$ cat src/rtl/systolic_sequencer_if.sv
// Operand width package plus the sequencer's bus bundle; the sequencer drives
// the array edges and read strobes, the surrounding top level owns the rest.
package matrix_pkg;
  parameter int indata_size = 8;
endpackage

interface systolic_sequencer_if #(
  parameter int N  = 4,
  parameter int KW = 8
);
  localparam int W = matrix_pkg::indata_size;

  logic          start;
  logic [KW-1:0] cfg_k;
  logic          busy;
  logic          done;
  logic          rd_en;
  logic [KW-1:0] rd_k;
  logic [N*W-1:0] a_col_data;
  logic [N*W-1:0] b_row_data;
  logic [N*W-1:0] arr_a;
  logic [N*W-1:0] arr_b;
  logic          arr_clear;

  modport master (
    input  start, cfg_k, a_col_data, b_row_data,
    output busy, done, rd_en, rd_k, arr_a, arr_b, arr_clear
  );

  modport slave (
    output start, cfg_k, a_col_data, b_row_data,
    input  busy, done, rd_en, rd_k, arr_a, arr_b, arr_clear
  );
endinterface

$ cat src/rtl/systolic_sequencer.sv
// Sequences one output-stationary C = A*B on an NxN systolic array: clear,
// stream K operand slices onto skewed array edges, drain, then pulse done.
module systolic_sequencer #(
  parameter int N  = 4,
  parameter int KW = 8
) (
  input  logic                 clk,
  input  logic                 reset,
  systolic_sequencer_if.master bus
);
  localparam int W  = matrix_pkg::indata_size;
  localparam int CW = $clog2((2 ** KW) + 2 * N);

  typedef enum logic [2:0] {S_IDLE, S_CLEAR, S_FEED, S_DRAIN, S_DONE} state_t;

  state_t         r_state;
  state_t         w_next;
  logic [KW-1:0]  r_K;
  logic [KW-1:0]  r_kIdx;
  logic [CW-1:0]  r_cyc;
  logic [CW-1:0]  w_lastTerm;
  logic           r_dvalid;
  logic           w_busy;
  logic           w_done;
  logic           w_rdEn;
  logic [KW-1:0]  w_rdK;
  logic           w_clear;
  logic [N-1:0][W-1:0] w_gateA;
  logic [N-1:0][W-1:0] w_gateB;
  logic [N-1:0][W-1:0] w_edgeA;
  logic [N-1:0][W-1:0] w_edgeB;

  // r_cyc equals n during cycle cn, so the last PE term lands when it hits K+2N
  assign w_lastTerm = CW'(r_K) + CW'(2 * N);

  always_ff @(posedge clk) begin
    if (reset) r_state <= S_IDLE;
    else       r_state <= w_next;
  end

  always_comb begin
    w_next = r_state;
    case (r_state)
      S_IDLE:  if (bus.start) w_next = S_CLEAR;
      S_CLEAR: w_next = (r_K == '0) ? S_DONE : S_FEED;
      S_FEED:  if (r_kIdx == r_K - KW'(1)) w_next = S_DRAIN;
      S_DRAIN: if (r_cyc == w_lastTerm) w_next = S_DONE;
      S_DONE:  w_next = S_IDLE;
      default: w_next = S_IDLE;
    endcase
  end

  always_comb begin
    w_busy  = 1'b0;
    w_done  = 1'b0;
    w_rdEn  = 1'b0;
    w_rdK   = '0;
    w_clear = 1'b0;
    case (r_state)
      S_CLEAR: begin w_busy = 1'b1; w_clear = 1'b1; end
      S_FEED:  begin w_busy = 1'b1; w_rdEn = 1'b1; w_rdK = r_kIdx; end
      S_DRAIN: w_busy = 1'b1;
      S_DONE:  begin w_busy = 1'b1; w_done = 1'b1; end
      default: ;
    endcase
  end

  always_ff @(posedge clk) begin
    if (reset) begin
      r_K    <= '0;
      r_kIdx <= '0;
      r_cyc  <= '0;
    end else if (r_state == S_IDLE) begin
      r_cyc  <= CW'(1);
      r_kIdx <= '0;
      if (bus.start) r_K <= bus.cfg_k;
    end else begin
      r_cyc <= r_cyc + CW'(1);
      if (r_state == S_FEED) r_kIdx <= r_kIdx + KW'(1);
    end
  end

  always_ff @(posedge clk) begin
    if (reset) r_dvalid <= 1'b0;
    else       r_dvalid <= w_rdEn;
  end

  // Gating keeps the edges at zero outside the stream so finished PEs only add 0*0
  assign w_gateA = r_dvalid ? bus.a_col_data : '0;
  assign w_gateB = r_dvalid ? bus.b_row_data : '0;

  for (genvar g = 0; g < N; g++) begin : g_skew
    if (g == 0) begin : g_direct
      assign w_edgeA[g] = w_gateA[g];
      assign w_edgeB[g] = w_gateB[g];
    end else begin : g_pipe
      logic [W-1:0] r_pa [g];
      logic [W-1:0] r_pb [g];

      always_ff @(posedge clk) begin
        if (reset) begin
          for (int s = 0; s < g; s++) begin
            r_pa[s] <= '0;
            r_pb[s] <= '0;
          end
        end else begin
          r_pa[0] <= w_gateA[g];
          r_pb[0] <= w_gateB[g];
          for (int s = 1; s < g; s++) begin
            r_pa[s] <= r_pa[s-1];
            r_pb[s] <= r_pb[s-1];
          end
        end
      end

      assign w_edgeA[g] = r_pa[g-1];
      assign w_edgeB[g] = r_pb[g-1];
    end
  end

  assign bus.busy      = w_busy;
  assign bus.done      = w_done;
  assign bus.rd_en     = w_rdEn;
  assign bus.rd_k      = w_rdK;
  assign bus.arr_clear = w_clear;
  assign bus.arr_a     = w_edgeA;
  assign bus.arr_b     = w_edgeB;
endmodule

$ cat src/flat_wrapper.sv
// flat-port wrapper written by rule: the top's interface ports become plain ports
module systolic_sequencer_flat 
#(
  parameter int N  = 4,
  parameter int KW = 8
)
  (clk, reset, bus_start, bus_cfg_k, bus_a_col_data, bus_b_row_data, bus_busy, bus_done, bus_rd_en, bus_rd_k, bus_arr_a, bus_arr_b, bus_arr_clear);
  systolic_sequencer_if #(.N(N), .KW(KW)) bus_i ();
  input  logic clk;
  input  logic reset;
  input wire logic [$bits(bus_i.start)-1:0] bus_start;
  input wire logic [$bits(bus_i.cfg_k)-1:0] bus_cfg_k;
  input wire logic [$bits(bus_i.a_col_data)-1:0] bus_a_col_data;
  input wire logic [$bits(bus_i.b_row_data)-1:0] bus_b_row_data;
  output wire logic [$bits(bus_i.busy)-1:0] bus_busy;
  output wire logic [$bits(bus_i.done)-1:0] bus_done;
  output wire logic [$bits(bus_i.rd_en)-1:0] bus_rd_en;
  output wire logic [$bits(bus_i.rd_k)-1:0] bus_rd_k;
  output wire logic [$bits(bus_i.arr_a)-1:0] bus_arr_a;
  output wire logic [$bits(bus_i.arr_b)-1:0] bus_arr_b;
  output wire logic [$bits(bus_i.arr_clear)-1:0] bus_arr_clear;
  assign bus_i.start = bus_start;
  assign bus_i.cfg_k = bus_cfg_k;
  assign bus_i.a_col_data = bus_a_col_data;
  assign bus_i.b_row_data = bus_b_row_data;
  assign bus_busy = bus_i.busy;
  assign bus_done = bus_i.done;
  assign bus_rd_en = bus_i.rd_en;
  assign bus_rd_k = bus_i.rd_k;
  assign bus_arr_a = bus_i.arr_a;
  assign bus_arr_b = bus_i.arr_b;
  assign bus_arr_clear = bus_i.arr_clear;
  systolic_sequencer #(.N(N), .KW(KW)) u_core (.clk(clk), .reset(reset), .bus(bus_i));
endmodule
$ cat config.mk
export PLATFORM = sky130hd
export DESIGN_NAME = systolic_sequencer_flat
export DESIGN_NICKNAME = d
export VERILOG_FILES = /design/src/rtl/systolic_sequencer_if.sv /design/src/rtl/systolic_sequencer.sv /design/src/flat_wrapper.sv
export SDC_FILE = /design/constraint.sdc
export NUM_CORES = 1
export LEC_CHECK = 0
export CAP_MARGIN = 15
export CORE_MARGIN = 2
export CORE_UTILIZATION = 41
export DETAILED_ROUTE_END_ITERATION = 16
export PLACE_DENSITY = 0.76
export SETUP_SLACK_MARGIN = 0.1
export SLEW_MARGIN = 0
export SYNTH_ARGS = -nofsm -noshare
export SYNTH_HDL_FRONTEND = slang
export SYNTH_SLANG_ARGS = --single-unit
export TNS_END_PERCENT = 20
$ cat constraint.sdc
create_clock -name clk -period 2 [get_ports clk]
set_input_delay 0.5 -clock clk [delete_from_list [all_inputs] [get_ports clk]]
set_output_delay 0.5 -clock clk [all_outputs]
set_load 0.01 [all_outputs]
# Yosys cells after proc, flatten, opt, wreduce, memory -nomap -nowiden
# Memory sizes are Yosys's and may differ from the RTL's.
# Index checks and enable logic that the tools add are counted.
[totals]
output_inout_bits = 76
mem_bits_rw = 96
input_bits = 75
word_cells = 73
reg_bits = 29
memories = 6
[op_classes]
muxes = 30
n_addsub = 4
reduce_logical = 8
bitwise_logic = 10
eq_ne = 9
[memory_table]
columns = ["name", "words", "width", "rd", "rd_ports_with_merged_regs", "write_ports", "line", "source"]
rows = [
  ["u_core.g_skew[3].g_pipe.r_pa", 3, 8, 3, 0, 3, "systolic_sequencer.sv:97", "logic [W-1:0] r_pa [g];"],
  ["u_core.g_skew[3].g_pipe.r_pb", 3, 8, 3, 0, 3, "systolic_sequencer.sv:98", "logic [W-1:0] r_pb [g];"],
  ["u_core.g_skew[2].g_pipe.r_pa", 2, 8, 2, 0, 2, "systolic_sequencer.sv:97", ""],
  ["u_core.g_skew[2].g_pipe.r_pb", 2, 8, 2, 0, 2, "systolic_sequencer.sv:98", ""],
  ["u_core.g_skew[1].g_pipe.r_pa", 1, 8, 1, 0, 1, "systolic_sequencer.sv:97", ""],
  ["u_core.g_skew[1].g_pipe.r_pb", 1, 8, 1, 0, 1, "systolic_sequencer.sv:98", ""],
]
[ops]
columns = ["operator", "n"]
rows = [
  ["$mux W8", 13],
  ["$mux W32", 2],
  ["$reduce_or A8 Y1", 2],
  ["$mux W3", 4],
  ["$pmux W3 S4", 1],
  ["$mux W1", 10],
  ["$or A1 B1 Y1", 10],
  ["$add A8 B4 Y9 const B", 1],
  ["$add A9 B1 Y9 const B", 1],
  ["$eq A9 B9 Y1", 1],
  ["$add A8 B1 Y8 const B", 1],
  ["$eq A8 B8 Y1", 1],
  ["$logic_not A8 Y1", 1],
  ["$sub A8 B1 Y8 const B", 1],
  ["$eq A3 B2 Y1 const B", 2],
  ["$ne A2 B1 Y1 const B", 2],
  ["$reduce_or A4 Y1", 1],
  ["$eq A3 B1 Y1 const B", 1],
  ["$eq A3 B3 Y1 const B", 1],
  ["$logic_not A3 Y1", 1],
  ["$reduce_and A3 Y1", 1],
  ["$ne A2 B2 Y1 const B", 1],
  ["$reduce_and A2 Y1", 1],
  ["$reduce_or A2 Y1", 1],
]

# Longest topological paths before layout
# Gate-level depths: netlist of the first run.
[logic_depth]
depth_word = 4
mapped_depth = 8
depth_no_buf = 8

# Worst setup path before layout of the first run
# No wires, ideal clock.
[synth_timing]
path_kind = "register to register"
start = "reg u_core.r_K[4]"
end = "reg u_core.r_state[2]"
setup_ns = 0.060
stages_incl_launch_ff = 8
path_slack_ns = 0.104
period_less_slack_ns = 1.896
arrival_time_ns = 1.836
required_time_ns = 1.940
n_path_buf = 0
cell_sequence = "dfxtp_1 > ha_1 > nand2b_1 > a21oi_1 > or3b_1 > a2111oi_2 > a21o_2 > o2111a_1"
[synth_via]
elab_chain_cells = 4
word_cells_on_any_way = 10
cone_classes = "2 x add/sub; 4 x eq/ne; 2 x mux; 2 x reduce/logical"
[synth_lines]
columns = ["item", "line", "source"]
rows = [
  ["from (decl)", "systolic_sequencer.sv:18", "logic [KW-1:0] r_K;"],
  ["from (signal assigned)", "systolic_sequencer.sv:76", "if (bus.start) r_K <= bus.cfg_k;"],
  ["$add A8 B4 Y9 / $sub A8 B1 Y8 (equally long branches)", "systolic_sequencer.sv:34, systolic_sequencer.sv:46", ""],
  ["$eq A9 B9 Y1 / $eq A8 B8 Y1 (equally long branches)", "systolic_sequencer.sv:47, systolic_sequencer.sv:46", ""],
  ["$ne A2 B1 Y1 (no source line)", "--", ""],
  ["$reduce_and A3 Y1 (no source line)", "--", ""],
  ["to (signal assigned)", "systolic_sequencer.sv:38", "else r_state <= w_next;"],
  ["to (decl)", "systolic_sequencer.sv:16", "state_t r_state;"],
]
# Several ways; a longest one is shown, not always the timed one.
# A chain may end at the register's enable or synchronous reset.

# Worst setup path in the final report of the first run
[layout_timing]
start = "reg u_core.r_state[2]"
end = "out bus_rd_k[5]"
[layout_via]
elab_chain_cells = 2
[layout_lines]
columns = ["item", "line", "source"]
rows = [
  ["$eq A3 B2 Y1", "systolic_sequencer.sv:59", "case (r_state)"],
  ["$mux W8", "systolic_sequencer.sv:59", ""],
  ["to (decl)", "flat_wrapper.sv:18", "output wire logic [$bits(bus_i.rd_k)-1:0] bus_rd_k;"],
]
# Every way passes these cells.

==> impl_metrics.py, run 1 <==
metrics = {
    "global_routing": {
        "globalRouteOverflowTotal": 0,
        "grt_max_degree": 49,
        "via_count_of_the_first_global_routing_pass": 3302,
        "grt_antenna_before_repair": 0,
        "grt_pass1_wl_um": 15400,
        "globalRouteTotalUtil_pct": 16.8,
    },
    "yosys": {
        "synth_top_area_share_pct": 54.6,
        "synth_cell_type_count": 38,
        "count_of_flip_flops_with_a_built_in_enable_after_synthesis": 0,
        "synthDominantAreaCellType": "dfxtp_1",
        "synth.net_count": 542,
        "asyncSetResetFlopFracSynth_pct": 0,
        "synth.top_cells.by_area": "dfxtp_1 55%, and2_1 9.1%, nor2b_1 7.0%",
        "synth_area_per_cell_um2": 9.94,
        "postSynthCellCount": 461,
        "synth_top_flop_cell": "dfxtp_1",
        "synth.ff_latch_count": 125,
        "syn_area_um2": 4580,
        "ys_warn_count": 0,
        "synth_sequential_area_ratio_pct": 54.6,
    },
    "floorplan": {
        "number_of_top_level_design_ports": 151,
        "core-area_um2": 10900,
        "dieArea_um2": 12000,
        "floorplan.initialDensity_pct": 42.1,
        "fp-row-count": 38,
        "chipWidth_um": 110,
        "vertical_die_dimension_um": 110,
    },
    "detailed_routing": {
        "detail_route.wirelength_um": 9840,
        "post-route-drc-count": 0,
        "detailedRoute.firstPassIterationCount": 4,
        "dr_total_vias": 3385,
        "vias_per_inst": 4.52,
        "wire_per_inst_um": 13.1,
        "route.antenna.remaining_nets": 0,
        "drt_iter0_markers": 91,
    },
    "timing": {
        "post-route-min-period_ns": 2.02,
        "timing_worst_slew_pin_value_ns": 0.374,
        "finalClockSkew_ns": 0.00556,
        "report.final.slew_viol_count": 0,
        "timing.final.crit_share_pct": 101,
        "max_clock_freq_mhz": 494,
        "setup_violations": 3,
        "hold_viol": 0,
        "setup_ws_ns": -0.0225,
        "grt_setup_unrepaired": "true",
        "slew_margin_rel_pct": 75.1,
    },
    "worst_setup_path": {
        "critical_path.endpoint": "bus_rd_k[5]",
        "critical-path-top-delay-family": "flip-flops",
        "critPathLaunch": "u_core.r_state[2]",
        "r2r_start": "u_core.r_K[4]",
        "crit_buf_inv": 3,
        "endpoint_kind": "output pin",
        "crit_slowest_cell": "dfxtp_4",
        "crit_arrival_ns": 1.52,
        "critical_path_peak_fanout": 5,
        "ff2ff_setup_slack_ns": 0.10,
        "timing.critical_path.from_type": "flop",
        "crit_top_cell": "buf_6",
        "kind_of_critical_path": "reg2out",
        "worstPathCellList": "nor2_4 -> buf_6 -> buf_6 -> and3_4 -> buf_6",
        "reg2reg_depth": 7,
        "timing.critical_path.slowest_cell_delay_ns": 0.36,
        "path_depth": 5,
        "crit-reg2reg-capture": "u_core.r_state[2]",
        "required_ns": 1.50,
    },
    "placement": {
        "post_place_instance_area_um2": 6080,
        "numPortBuffers": 150,
        "detailedPlace.worstSlack_ns": -0.145,
        "hpwl_um": 6760,
        "gp_congestion": 0.788,
        "dpl.cell_count": 717,
    },
    "final_layout": {
        "final_nets": 680,
        "drive_above_1_share_pct": 16.1,
        "multi_input_area_um2": 1830,
        "area_growth_syn_to_layout_pct": 49.3,
        "finalNonFillerCells": 749,
        "fillerInstances": 879,
        "final_cell_area_um2": 6840,
        "antennaDiodeCount": 0,
        "final_core_utilization_pct": 62.8,
        "register_area_um2": 2520,
    },
    "clock_tree": {
        "cts_hold_buffers": 0,
        "depth_of_the_cts_h_tree": 4,
        "cts_tree": "built",
        "clk_latency_ns": 0.52,
        "ctsLongestPathBuffers": 2,
        "cts_sinks": 125,
        "clk_transition_reported_paths_ns": 0.05,
        "cts_made_buffers": 17,
        "cts_root_buffer": "clkbuf_8",
    },
    "pwr": {
        "p_leak_nw": 3.30,
        "power.ir.vdd_worst_mv": 0.605,
        "cellPowerDensity_nw_per_um2": 932,
        "post-layout-total-power_w": 0.00637,
    },
    "outcome": {
        "failed_checks": "setup timing",
        "outcome": "finished, violations left",
    },
    "min_path": {
        "worst_hold_startpoint": "reset",
        "holdCritPathClass": "in2reg",
    },
    "job": {
        "cap_violations": 0,
    },
}
## routing by layer
| metal | vias to the layer above | routed length [µm] | share of wire (%) | global-route usage, % |
|---|---|---|---|---|
| li1 | 1704 | - | - | - |
| met1 | 1559 | 3910 | 40 | 17.7 |
| met2 | 105 | 4930 | 50 | 28.4 |
| met3 | 17 | 787 | 8.0 | 7.17 |
| met4 | 0 | 220 | 2.2 | 9.13 |
| met5 | - | 0 | 0 | 0 |
## layout by cell type (no fill, tap or decap), types with 7 or more instances in the layout
master           netlist  final
dfxtp_1              125    117
and2_1                67     66
clkdlybuf4s50_1        0     83
a21oi_1               15     14
xor2_1                14     14
nand3_1               12     12
nor2b_1               51     49
clkbuf_8               0      7
buf_4                 32     19
xnor2_1               15     15
inv_1                  8      7
nand2_1               28     27
clkdlybuf4s15_1        0     13
nor2_1                21     19
buf_6                  0      9
dlymetal6s2s_1         0     28
clkbuf_16              0     16
and3_1                11      7
dlygate4sd2_1          0     11
## Yosys cell counts (2+ instances only)
| cell | instances |
|---|---|
| dfxtp_1 | 125 |
| and2_1 | 67 |
| nor2b_1 | 51 |
| buf_4 | 32 |
| nand2_1 | 28 |
| nor2_1 | 21 |
| clkbuf_1 | 18 |
| a21oi_1 | 15 |
| xnor2_1 | 15 |
| xor2_1 | 14 |
| nand3_1 | 12 |
| and3_1 | 11 |
| inv_1 | 8 |
| ha_1 | 6 |
| o21ai_0 | 4 |
| buf_2 | 3 |
| nand2b_1 | 3 |
| a31oi_1 | 2 |
| nand3b_1 | 2 |
| nand4_1 | 2 |
| nor3b_1 | 2 |
| or3_1 | 2 |
| or3b_1 | 2 |
| or4_1 | 2 |
## registers in the layout, summed over array words and instances (netlist names)
| register | flops |
|---|---|
| u_core.g_skew.g_pipe.r_pa | 48 |
| u_core.r_cyc | 9 |
| u_core.r_dvalid | 1 |
| u_core.r_state | 3 |
| u_core.r_kIdx | 8 |
| u_core.g_skew.g_pipe.r_pb | 48 |
| u_core.r_K | 8 |
## worst reg2reg max path: stages (launching register included)
cell and delay, ns:
dfxtp_2 0.33, ha_4 0.17, nand2b_4 0.14, o211ai_2 0.06, or3b_1 0.37, a2111oi_2 0.36, a21o_2 0.22, o2111a_1 0.19
## power breakdown
group	switching (W)	internal, W	total, W	leakage [nW]
registers	0.0000574	0.00255	0.00261	1.01
clock network	0.00102	0.00195	0.00297	0.285
logic	0.000338	0.000452	0.000790	2.00
## worst min path at each step
stage	end	slack [ns]	cells past startpoint
6_report	u_core.r_cyc[0]	0.24	2
5_1_grt	u_core.r_cyc[0]	0.24	2
4_1_cts	u_core.r_cyc[0]	0.22	2
3_5_place_dp	u_core.g_skew[3].g_pipe.r_pa[0][9]	0.42	1
3_3_place_gp	u_core.g_skew[3].g_pipe.r_pa[0][12]	0.42	1
2_1_floorplan	u_core.g_skew[2].g_pipe.r_pa[0][10]	0.41	1
## final cells by class
type | count | area share (%)
clock inverters | 5 | 1.19
flip-flops and latches | 125 | 36.9
repair buffers | 172 | 24.9
clock buffers | 24 | 7.32
multi-input cells | 275 | 26.7
inverters | 8 | 0.476
well taps | 140 | 2.56
## stage by stage
step	hold slack, ns	TNS [ns]
final	0.239	-0.0487
after global routing	0.237	-0.294
after CTS	0.225	-0.185
after detailed placement	0.423	-1.64
after global placement	0.416	-1.46
after floorplan	0.414	0
## cells by family (layout without fill, tap and decap cells)
group | Yosys count | in the layout | synth area share (%)
flip-flops | 125 | 125 | 54.6
AO/OA/AOI/OAI | 29 | 29 | 4.04
AND/OR/NAND/NOR | 210 | 210 | 26.2
adder cells (fa/ha/maj) | 6 | 6 | 1.64
multiplexers | 1 | 1 | 0.218
XOR/XNOR | 29 | 29 | 5.54
buffers and inverters | 61 | 209 | 7.70
## repair_timing
item,CTS,global route
gates cloned,0,0
pin swaps,4,12
gates resized for setup,92,71
buffers inserted,3,1
endpoints found under the setup margin,41,58
(Power assumes the default switching activity.)
==> run 2, diff against run 1 <==
- CAP_MARGIN: 15 -> 20
- PLACE_DENSITY: 0.76 -> 0.8
==> run 2 against run 1 <==
Compared with the run above:
- the flow still finishes with violations (setup timing)
- first-iteration DRC count up 2.2%
- cell count up 0.40%
- clock skew down 0.00060 ns
- sequential cell count unchanged
- final area up 0.35%
- wire length up 7.8%
- sequential power about the same
- setup slack worse by 0.015 ns
- worst hold slack better by 0.026 ns
- utilization up 0.22 points
- total power down 3.4%
- sequential share of layout area down 0.11 points
==> impl_metrics.py, run 2 (same netlist as run 1, synthesis figures left out) <==
metrics = {
    "outcome": {
        "outcome": "finished, violations left",
        "failed_checks": "setup timing",
    },
    "worst_setup_path": {
        "timing.critical_path.from_type": "flop",
        "crit_slowest_cell": "or3_4",
        "endpoint_kind": "output pin",
        "timing.critical_path.slowest_cell_delay_ns": 0.39,
        "critical_path_peak_fanout": 5,
        "crit_buf_inv": 1,
        "required_ns": 1.50,
        "worstPathCellList": "or3_4 -> and2_4 -> buf_6",
        "crit-reg2reg-capture": "u_core.r_state[1]",
        "kind_of_critical_path": "reg2out",
        "r2r_start": "u_core.r_K[4]",
        "crit_arrival_ns": 1.54,
        "ff2ff_setup_slack_ns": 0.07,
        "critical-path-top-delay-family": "simple AND/OR/NAND/NOR gates",
        "reg2reg_depth": 7,
    },
    "min_path": {
        "holdPathEnd": "u_core.r_K[7]",
        "holdPathStages": 2,
        "worst_hold_startpoint": "reset",
        "holdCritPathClass": "in2reg",
    },
    "timing": {
        "finalSetupTns_ns": -0.0378,
        "hold_viol": 0,
        "grt_setup_unrepaired": "true",
        "timing_worst_slew_pin_value_ns": 0.564,
        "slew_margin_rel_pct": 62.4,
        "report.final.slew_viol_count": 0,
        "setup_violations": 1,
        "fin_hold_ws_ns": 0.265,
        "max_clock_freq_mhz": 491,
        "finalClockSkew_ns": 0.00496,
        "timing.final.crit_share_pct": 102,
        "setup_ws_ns": -0.0378,
        "post-route-min-period_ns": 2.04,
    },
    "clock_tree": {
        "clk_latency_ns": 0.51,
        "clk_transition_reported_paths_ns": 0.06,
        "cts_root_buffer": "clkbuf_8",
        "cts_sinks": 125,
        "cts_tree": "built",
        "ctsLongestPathBuffers": 2,
        "cts_made_buffers": 17,
        "depth_of_the_cts_h_tree": 4,
    },
    "placement": {
        "post_place_instance_area_um2": 6050,
        "gp_congestion": 0.815,
        "numPortBuffers": 150,
        "hpwl_um": 6940,
    },
    "detailed_routing": {
        "met3RoutedLength_um": 903,
        "m1WireLength_um": 4020,
        "detail_route.wirelength_um": 10600,
        "route.met2.wl_um": 5420,
        "route.antenna.remaining_nets": 0,
        "top_signal_layer_used": "met4",
        "post-route-drc-count": 0,
        "dr_total_vias": 3418,
        "wire_per_inst_um": 14.1,
        "drt_iter0_markers": 93,
        "detailedRoute.firstPassIterationCount": 5,
        "vias_per_inst": 4.55,
    },
    "final_layout": {
        "final_nets": 681,
        "area_growth_syn_to_layout_pct": 49.8,
        "fillerInstances": 846,
        "register_area_um2": 2520,
        "drive_above_1_share_pct": 16.7,
        "reg.largest.list": "u_core.g_skew.g_pipe.r_pa x48, u_core.g_skew.g_pipe.r_pb x48, u_core.r_cyc x9",
        "multi_input_area_um2": 1870,
        "final_cell_area_um2": 6860,
        "mostFrequentLayoutCell": "dfxtp_1",
        "antennaDiodeCount": 0,
        "most-common-layout-cells": "116 x dfxtp_1, 85 x clkdlybuf4s50_1, 66 x and2_1, 48 x nor2b_1, 29 x dlymetal6s2s_1",
    },
    "global_routing": {
        "globalRouteTotalUtil_pct": 17.3,
        "globalRouteOverflowTotal": 0,
        "grt_max_degree": 56,
        "grt_pass1_wl_um": 15600,
        "grt_antenna_before_repair": 0,
        "via_count_of_the_first_global_routing_pass": 3299,
    },
    "pwr": {
        "power.ir.vdd_worst_mv": 0.733,
        "cellPowerDensity_nw_per_um2": 897,
        "p_leak_nw": 3.33,
    },
    "floorplan": {
        "dieArea_um2": 12000,
        "fp-row-count": 38,
        "chipWidth_um": 110,
        "vertical_die_dimension_um": 110,
        "core-area_um2": 10900,
        "number_of_top_level_design_ports": 151,
        "floorplan.initialDensity_pct": 42.1,
    },
    "job": {
        "cap_violations": 0,
    },
}
[run 2: changes by cell type in the layout (fill, tap and decap cells not counted), sizes merged]
cell / change
clkdlybuf4s15: -10
dlygate4sd2: +8
buf: +3
clkbuf: -3
clkdlybuf4s50: +2
clkinv: +2
bufinv: -1
clkinvlp: +1
dlymetal6s2s: +1
[run 2: worst max path at each step]
stage / start / to / slack [ns] / cells past startpoint
6_report: u_core.r_state[1] / bus_busy / -0.04 / 3
5_1_grt: u_core.r_state[1] / bus_busy / -0.08 / 3
4_1_cts: u_core.r_state[2] / bus_busy / -0.08 / 3
3_5_place_dp: bus_a_col_data[0] / bus_arr_a[0] / -0.15 / 3
3_3_place_gp: bus_a_col_data[0] / bus_arr_a[0] / -0.13 / 3
2_1_floorplan: u_core.r_K[4] / u_core.r_state[2] / 0.10 / 7
[run 2: cell type report]
cell class              count  area share, %
multi-input cells         275           27.2
well taps                 140           2.55
inverters                   8          0.437
clock inverters             7          0.948
repair buffers            173           25.4
clock buffers              24           6.71
flip-flops and latches    125           36.8
[run 2: stage by stage]
step	utilization (%)	std cells	total power [W]	setup slack, ns
after detailed placement	55.6	714	0.00334	-0.149
after floorplan	-	461	0.00300	0.104
after global routing	63.0	752	0.00640	-0.0786
after global placement	55.6	714	0.00332	-0.133
after CTS	61.0	748	0.00611	-0.0828
final	63.0	752	0.00616	-0.0378
[run 2: repair_timing]
action,CTS,global route
pin swaps,4,10
gates resized for setup,106,60
hold buffers,0,0
endpoints found under the setup margin,38,47
cloned,1,0
buffers inserted,2,4
[run 2: worst register-to-register path, cell delays in order, from the launching register on]
cell and delay, ns:
dfxtp_2 0.33, ha_4 0.17, nand2b_4 0.14, o211ai_2 0.06, or3b_4 0.40, a2111oi_4 0.33, a21o_2 0.23, a31oi_1 0.12
[run 2: per-layer routing]
| metal | global-route usage, % | up-vias |
|---|---|---|
| met5 | 0 | - |
| met4 | 7.50 | 0 |
| met3 | 8.65 | 22 |
| met2 | 29.0 | 125 |
| met1 | 18.4 | 1564 |
| li1 | - | 1707 |
[run 2: power by group]
group          internal [W]  switching, W
clock               0.00169       0.00102
sequential          0.00256     0.0000565
combinational      0.000461      0.000368
total               0.00471       0.00144
==> run 3, diff against run 2 <==
--- a/config.mk
+++ b/config.mk
@@ -10,4 +10,5 @@
 export CORE_UTILIZATION = 41
 export DETAILED_ROUTE_END_ITERATION = 16
+export GPL_TIMING_DRIVEN = 0
 export PLACE_DENSITY = 0.8
 export SETUP_SLACK_MARGIN = 0.1
==> constraint.sdc (replaced) <==
create_clock -name clk -period 2 [get_ports clk]
set_input_delay 0.6 -clock clk [delete_from_list [all_inputs] [get_ports clk]]
set_output_delay 0.6 -clock clk [all_outputs]
set_load 0.01 [all_outputs]
==> run 3 against run 2 <==
Compared with the run above:
- the run still ends with setup timing left
- non-clock buffer count up 47
- wire length up 3.7%
- final area rose by 3.9%
- clock skew up 0.0021 ns
- total power rose by 9.3%
- via count increased by 7.3%
- utilization up 2.5 points
- sequential power about the same
- clock power is 19% higher
==> impl_metrics.py, run 3 (same netlist as run 1, synthesis figures left out) <==
metrics = {
    "worst_setup_path": {
        "endpoint_kind": "output pin",
        "ff2ff_setup_slack_ns": -0.05,
        "critPathLaunch": "u_core.r_state[0]",
        "timing.critical_path.from_type": "flop",
        "critical_path_peak_fanout": 4,
        "r2r_start": "u_core.r_K[3]",
        "reg2reg_depth": 5,
        "kind_of_critical_path": "reg2out",
        "crit-reg2reg-capture": "u_core.r_state[1]",
        "required_ns": 1.40,
        "crit_arrival_ns": 1.54,
    },
    "global_routing": {
        "globalRouteTotalUtil_pct": 19.2,
        "grt_pass1_wl_um": 17300,
        "grt_antenna_before_repair": 0,
        "grt_max_degree": 17,
        "globalRouteOverflowTotal": 0,
        "via_count_of_the_first_global_routing_pass": 3743,
    },
    "outcome": {
        "failed_checks": "setup timing",
        "outcome": "finished, violations left",
    },
    "clock_tree": {
        "depth_of_the_cts_h_tree": 4,
        "cts_tree": "built",
        "cts_hold_buffers": 0,
        "cts_sinks": 125,
        "cts_made_buffers": 17,
        "clk_latency_ns": 0.51,
        "ctsLongestPathBuffers": 2,
        "cts_root_buffer": "clkbuf_8",
        "clk_transition_reported_paths_ns": 0.06,
    },
    "detailed_routing": {
        "drt_iter0_markers": 103,
        "wire_per_inst_um": 13.8,
        "vias_per_inst": 4.58,
        "dr_total_vias": 3667,
        "route.antenna.remaining_nets": 0,
        "detailedRoute.firstPassIterationCount": 4,
        "detail_route.wirelength_um": 11000,
        "post-route-drc-count": 0,
    },
    "pwr": {
        "power.switching_w": 0.00160,
        "power.ir.vdd_worst_mv": 0.733,
        "sw_frac_of_total_pct": 23.8,
        "post-layout-total-power_w": 0.00673,
        "cellPowerDensity_nw_per_um2": 943,
        "clock_power_share_pct": 48.0,
        "comb_power_share_pct": 13.2,
        "p_leak_nw": 3.24,
        "p_seq_share_pct": 38.8,
        "power_report.internal_total_w": 0.00513,
    },
    "min_path": {
        "holdCritPathClass": "reg2reg",
        "holdPathEnd": "u_core.g_skew[2].g_pipe.r_pb[0][9]",
        "holdPathStages": 1,
        "worst_hold_startpoint": "u_core.g_skew[2].g_pipe.r_pb[0][1]",
    },
    "final_layout": {
        "mostFrequentLayoutCell": "dfxtp_1",
        "final_cell_area_um2": 7130,
        "fillerInstances": 825,
        "reg.largest.list": "u_core.g_skew.g_pipe.r_pa x48, u_core.g_skew.g_pipe.r_pb x48, u_core.r_cyc x9",
        "final_nets": 728,
        "area_growth_syn_to_layout_pct": 55.7,
        "finalNonFillerCells": 800,
        "most-common-layout-cells": "119 x dfxtp_1, 74 x buf_4, 64 x clkdlybuf4s50_1, 52 x and2_1, 48 x nor2b_1",
        "register_area_um2": 2520,
        "antennaDiodeCount": 0,
        "multi_input_area_um2": 1860,
        "drive_above_1_share_pct": 29.4,
    },
    "floorplan": {
        "vertical_die_dimension_um": 110,
        "chipWidth_um": 110,
        "fp-row-count": 38,
        "number_of_top_level_design_ports": 151,
        "dieArea_um2": 12000,
        "core-area_um2": 10900,
        "floorplan.initialDensity_pct": 42.1,
    },
    "timing": {
        "finalClockSkew_ns": 0.00704,
        "timing.final.crit_share_pct": 107,
        "slew_margin_rel_pct": 64.2,
        "setup_ws_ns": -0.140,
        "setup_violations": 12,
        "report.final.slew_viol_count": 0,
        "max_clock_freq_mhz": 467,
        "grt_setup_unrepaired": "true",
        "finalSetupTns_ns": -0.667,
        "post-route-min-period_ns": 2.14,
        "timing_worst_slew_pin_value_ns": 0.529,
        "hold_viol": 0,
    },
    "placement": {
        "gp_congestion": 0.886,
        "hpwl_um": 7350,
        "dpl.cell_count": 751,
        "numPortBuffers": 150,
        "post_place_instance_area_um2": 6260,
    },
    "job": {
        "cap_violations": 0,
    },
}
## run 3: changes by cell type in the layout (fill, tap and decap cells not counted), moves of 6 or more
cell             previous run  this run
buf_6                      15        23
buf_2                       2        13
and2_1                     66        52
and2_4                      1        15
and3_4                      8         1
dlymetal6s2s_1             29         6
clkbuf_2                    0         6
and3_1                      3        10
buf_4                      19        74
clkdlybuf4s50_1            85        64
## run 3: what timing repair did
action	CTS	global route
pin swaps	11	12
cloned	2	0
resized for setup	221	45
setup endpoints to repair	109	55
buffers inserted	12	3
## run 3: power by group through the flow
stage                     Combinational [W]  Sequential [W]  Clock (W)
final                              0.000887         0.00261    0.00323
after CTS                          0.000800         0.00260    0.00329
after floorplan                    0.000363         0.00264          0
after global placement             0.000650         0.00265          0
after global routing               0.000949         0.00262    0.00342
after detailed placement           0.000663         0.00265          0
## run 3: area by class of cell
cell class                 instances  area share (%)
clock inverter                    14            2.88
buffer                            53            5.10
clock buffer                      18            6.00
tap                              140            2.46
multi-input combinational        275            26.0
inverter                           8           0.456
sequential                       125            35.4
timing repair buffer             167            21.7
## run 3: worst max path at each step
stage                                         endpoint  slack [ns]  cells after the start
detailed placement  u_core.g_skew[2].g_pipe.r_pa[0][1]       -0.51                      5
global placement    u_core.g_skew[2].g_pipe.r_pa[0][6]       -0.44                      5
floorplan                            u_core.r_state[2]        0.10                      7
finish                                        bus_busy       -0.14                      3
CTS                                           bus_busy       -0.11                      3
global route                                  bus_busy       -0.20                      4
## run 3: worst max-delay path, cell delays in order, from the launching register on
cell     delay, ns
dfxtp_4       0.37
or3_4         0.40
and2_4        0.15
buf_6         0.11
## run 3: metal layers
| metal | GRT usage [%] | wire length, µm | vias up |
|---|---|---|---|
| li1 | - | - | 1812 |
| met1 | 19.5 | 4030 | 1679 |
| met2 | 32.1 | 5660 | 147 |
| met3 | 9.60 | 983 | 29 |
| met4 | 10.1 | 334 | 0 |
| met5 | 0 | 0 | - |
## run 3: per-stage QoR
| step | hold WS [ns] | util [%] | setup slack, ns |
|---|---|---|---|
| 2_1_floorplan | 0.414 | - | 0.104 |
| 4_1_cts | 0.435 | 64.1 | -0.105 |
| 3_3_place_gp | 0.417 | 57.5 | -0.441 |
| 5_1_grt | 0.450 | 65.5 | -0.204 |
| 6_report | 0.432 | 65.5 | -0.140 |
| 3_5_place_dp | 0.420 | 57.5 | -0.506 |
